## config.mk

```make
export PLATFORM = sky130hd
export DESIGN_NAME = rr_arbiter
export DESIGN_NICKNAME = d
export VERILOG_FILES = /design/src/rtl/arb_pkg.sv /design/src/rtl/rr_priority_picker.sv /design/src/rtl/rr_arbiter.sv
export SDC_FILE = /design/constraint.sdc
export NUM_CORES = 1
export LEC_CHECK = 0
export CAP_MARGIN = 20
export CORE_AREA = 2 2 39 41
export DETAILED_ROUTE_END_ITERATION = 8
export DIE_AREA = 0 0 41 43
export GPL_TIMING_DRIVEN = 0
export PLACE_DENSITY = 0.48
export REMOVE_ABC_BUFFERS = 1
export SLEW_MARGIN = 40
export SYNTH_ARGS = -nofsm -noshare
export SYNTH_HDL_FRONTEND = slang
export SYNTH_SLANG_ARGS = --single-unit
```

## constraint.sdc

```tcl
create_clock -name clk -period 2.7 [get_ports clk]
set_input_delay 0.54 -clock clk [delete_from_list [all_inputs] [get_ports clk]]
set_output_delay 0.54 -clock clk [all_outputs]
set_load 0.005 [all_outputs]
```

## src/rtl/arb_pkg.sv

```systemverilog
// arb_pkg: shared arbiter types, defaults and the round-robin search helper.
package arb_pkg;

    typedef enum logic {IDLE, BUSY} arb_state_e;

    localparam int ARB_N_REQ_DEF = 2;
    localparam int ARB_MAX_REQ   = 8;

    // Index of the first set bit of req at or after ptr, wrapping modulo n.
    // Returns ptr when req is empty; callers qualify with their own found flag.
    function automatic logic [2:0] rr_first(input logic [ARB_MAX_REQ-1:0] req,
                                            input logic [2:0] ptr, input int n);
        logic [2:0] idx;
        logic       hit;
        int         j;
        idx = ptr;
        hit = 1'b0;
        for (int k = 0; k < ARB_MAX_REQ; k++) begin
            j = (int'(ptr) + k) % n;
            if (k < n && !hit && req[j]) begin
                idx = 3'(j);
                hit = 1'b1;
            end
        end
        return idx;
    endfunction

endpackage

```

## src/rtl/rr_priority_picker.sv

```systemverilog
// rr_priority_picker: combinational one-hot pick of the first request at or after ptr.
module rr_priority_picker
    import arb_pkg::*;
#(
    parameter  int N_REQ = ARB_N_REQ_DEF,
    localparam int IW    = $clog2(N_REQ)
) (
    input  logic [N_REQ-1:0] req,
    input  logic [IW-1:0]    ptr,
    output logic [N_REQ-1:0] pick,
    output logic             found
);

    logic [ARB_MAX_REQ-1:0] req_w;
    logic [2:0]             idx;

    // Widen to the helper's fixed width, search with wrap, then decode one-hot.
    always_comb begin
        req_w            = '0;
        req_w[N_REQ-1:0] = req;
        idx              = rr_first(req_w, 3'(ptr), N_REQ);
        found            = |req;
        pick             = found ? (N_REQ'(1) << idx) : '0;
    end

endmodule

```

## src/rtl/rr_arbiter.sv

```systemverilog
// rr_arbiter: round-robin arbiter with registered one-hot grant held until release.
// Optional macro ARB_HOLD_LIMIT_EN: preempt an owner after MAX_HOLD contended cycles.
module rr_arbiter
    import arb_pkg::*;
#(
    parameter  int N_REQ    = ARB_N_REQ_DEF,
    parameter  int MAX_HOLD = 8,
    localparam int IW       = $clog2(N_REQ)
) (
    input  logic             clk,
    input  logic             rst_n,
    input  logic [N_REQ-1:0] request,
    output logic [N_REQ-1:0] grant,
    output logic             grant_valid,
    output logic [IW-1:0]    grant_id
);

    arb_state_e       state_q, state_d;
    logic [IW-1:0]    ptr_q, ptr_d;
    logic [N_REQ-1:0] grant_q, grant_d;
    logic [IW-1:0]    owner, nxt, search_ptr;
    logic [N_REQ-1:0] pick;
    logic             found, own_req, others, rotate;

`ifdef ARB_HOLD_LIMIT_EN
    localparam int CW = $clog2(MAX_HOLD) + 1;
    logic [CW-1:0] cnt_q, cnt_d;
`endif

    // Owner index, its successor, and whether anyone else is contending.
    always_comb begin
        owner = '0;
        for (int i = 0; i < N_REQ; i++)
            if (grant_q[i]) owner = IW'(i);
        nxt        = IW'((int'(owner) + 1) % N_REQ);
        search_ptr = (state_q == BUSY) ? nxt : ptr_q;
        own_req    = |(request & grant_q);
        others     = |(request & ~grant_q);
    end

    // The owner is masked out so a preemption never re-picks it; on a release its bit is already low.
    rr_priority_picker #(.N_REQ(N_REQ)) u_picker (
        .req   (request & ~grant_q),
        .ptr   (search_ptr),
        .pick  (pick),
        .found (found)
    );

`ifdef ARB_HOLD_LIMIT_EN
    assign rotate = others && (cnt_q == CW'(MAX_HOLD - 1));
`else
    assign rotate = 1'b0;
`endif

    // Next-state: grant from idle, hand off (or go idle) on release, rotate on hold limit.
    always_comb begin
        state_d = state_q;
        ptr_d   = ptr_q;
        grant_d = grant_q;
        if (state_q == IDLE) begin
            if (found) begin
                grant_d = pick;
                state_d = BUSY;
            end
        end else if (!own_req || rotate) begin
            ptr_d   = nxt;
            grant_d = pick;
            state_d = found ? BUSY : IDLE;
        end
    end

    // Arbitration state registers.
    always_ff @(posedge clk or negedge rst_n) begin
        if (!rst_n) begin
            state_q <= IDLE;
            ptr_q   <= '0;
            grant_q <= '0;
        end else begin
            state_q <= state_d;
            ptr_q   <= ptr_d;
            grant_q <= grant_d;
        end
    end

`ifdef ARB_HOLD_LIMIT_EN
    // Hold counter: counts contended busy cycles, cleared whenever the grant changes.
    always_comb begin
        cnt_d = (grant_d != grant_q) ? '0 :
                (state_q == BUSY && others) ? cnt_q + CW'(1) : cnt_q;
    end

    // Hold counter register.
    always_ff @(posedge clk or negedge rst_n) begin
        if (!rst_n) cnt_q <= '0;
        else        cnt_q <= cnt_d;
    end
`endif

    assign grant       = grant_q;
    assign grant_valid = |grant_q;
    assign grant_id    = owner;

endmodule

```

==> results of run 1 <==
## power breakdown
group	total (mW)	internal, mW	switching [mW]
Combinational	0.0843	0.0495	0.0347
Clock	0.0703	0.0495	0.0208
Sequential	0.0973	0.0768	0.0206
## sequential cells by signal, summed over array words and instances, names as in the netlist
name and count:
grant 2, ptr_q 1, state_q 1
## synthesized netlist by cell type
cell type | count | share of area, %
nand2_1 | 4 | 6.6
a21oi_1 | 1 | 2.2
a22oi_1 | 1 | 3.3
and2_1 | 1 | 2.8
dfrtp_1 | 4 | 44
o221ai_1 | 1 | 3.9
nor3_1 | 1 | 2.2
a32o_1 | 2 | 8.8
o2111ai_1 | 1 | 3.9
inv_1 | 4 | 6.6
nand3b_1 | 1 | 3.3
o21ai_0 | 4 | 8.8
buf_4 | 1 | 3.3
## kinds of logic (layout without fill, tap and decap cells)
kind of cell           count (synthesis)  in the layout  synth area share [%]
DFF                                    4              4                  44.2
and+or+nand+nor                        7              7                  14.9
AOI/OAI and AO/OA                     10             10                  30.9
buffers and inverters                  5             14                  9.94
## layer usage
layer,global-route usage (%),vias to the layer above,routed length (um)
met5,0,-,0
met4,8.00,0,0
met3,3.14,0,35
met2,9.06,7,210
met1,9.15,96,244
li1,-,112,-
## how the worst max path moves through the flow
stage	to	slack [ns]	depth (start not counted)	startpoint
after floorplan	grant_valid	1.58	2	grant[1]
after global placement	grant[1]	1.02	3	request[0]
after detailed placement	grant[1]	1.02	3	request[0]
after CTS	grant_valid	0.82	3	grant[0]
after global routing	grant_valid	0.75	3	grant[0]
final	grant_valid	0.84	3	grant[0]
## per-stage QoR
stage                     worst slack [ns]  area, sq um  instances  total power [mW]
after global placement                1.02          309         48             0.184
after detailed placement              1.02          309         48             0.183
after global routing                 0.748          332         51             0.276
after floorplan                       1.58          219         25             0.135
after CTS                            0.823          332         51             0.257
final                                0.840          332         51             0.252
## layout make-up
class                      instances  area (sq um)  area share [%]
tap                               16          20.0            6.04
inverter                           4          15.0            4.53
multi-input combinational         17           104            31.3
sequential                         4           100            30.2
clock buffer                       3          22.5            6.79
timing repair buffer               7          70.1            21.1
## placed cells by master, fill, tap and decap left out
cell             count
a21oi_1              1
a22oi_1              1
clkbuf_4             3
clkdlybuf4s50_1      7
dfrtp_1              4
and2_1               1
a32o_1               2
o221ai_1             1
o2111ai_1            1
o21ai_0              4
nand3b_1             1
inv_1                4
nand2_1              4
nor3_1               1
==> out/results.tsv, run 1 <==
metric	value	unit
post_drt_via_cell_ratio	4.22	
nFillCells	152	
rsz0062_at_grt	false	
clock_path_buffers	2	
drv_cap	0	
critPathMaxStageDelay	0.49	ns
place.gp.congestion	0.672	
worst_skew_pair.late_latency	0.23	ns
numCtsBuffers	3	
dp_hpwl	375	um
ir_drop	0.000245	V
grt_max_degree	9	
p_per_area	760	nW/um^2
vias	215	
wl_per_cell	9.59	um
postCtsSetupRepairBufs	0	
tritoncts	done	
cts_root_buf	clkbuf_4	
worst_pin_slew	0.234	ns
fin_setup_tns	0	ns
area_growth	46.4	%
ys_ff_latch	4	
post_synth.cell_area_avg	8.71	sq um
crit_family	buffers and inverters	
min_period_over_period	68.9	%
critPathCaptureType	primary output	
grt_usage	7.57	%
crit_type	flip-flop to primary output	
dieArea	1760	sq um
coreArea	1380	sq um
slowest_stage	clkdlybuf4s50_1	
yosys.cell_types.count	13	
n_antenna_cell	0	
slew_headroom	84.3	%
drc	0	
path_max_fanout	7	
die_w	41	um
status	finished, final reports clean	
utilization	24.0	%
r2r_start	state_q	
skew	0.00218	ns
finalSetupViolCount	0	
h-tree-depth	1	
ctsHoldBuffers	0	
antenna_found_initial	0	
r2r_setup_slack	1.64	ns
p_leak	0.140	nW
cp.arrival	1.32	ns
clock.fmax	538	MHz
synth_area	226	sq um
path_buf_inv	2	
pin_count	8	
grt_pass1_wl	834	um
drive_gt1_share	8.57	%
nets	41	
first_pass_iters	4	
period_needed	1.86	ns
report.final.slew_viol_count	0	
ant_nets	0	
r2r_cells	3	
cp.required	2.16	ns
cts_resized	0	
hp-class	input port to asynchronous set/reset pin	
grt_pass1_vias	213	
drt_iter0_markers	3	
postSynthCellCount	26	
wl	489	um
cts.sinks	4	
clk_pin_slew_worst_paths	0.04	ns
placementRows	14	
ys_seq_area_share	44.2	%
initial_core_util	16.4	%
path_cells	inv_1, nand2_1, clkdlybuf4s50_1	
hold_viol	0	
die_y	43	um
synth_warnings	0	
grt-ovfl-total	0	
reg2reg_to	grant[1]	
io_buffers	7	
worstSetupStartpointType	flip-flop	
whs	0.511	ns
Note: power is estimated with default switching activity, not from simulation.
==> run 2: changes to the inputs <==
Clock period 2.7 ns to 1.85 ns, I/O delays scaled along.
==> results of run 2 <==
The final DEF is identical to that of run 1. Status: finished, final reports clean.
Among the figures that moved: setup slack after placement 1.02 ns -> 0.343 ns; setup slack after layout 0.840 ns -> 0.160 ns; hold slack 0.511 ns -> 0.341 ns; register-to-register setup slack 1.64 ns -> 0.79 ns; total power 0.252 mW -> 0.368 mW; worst IR drop on VDD 0.000245 V -> 0.000358 V
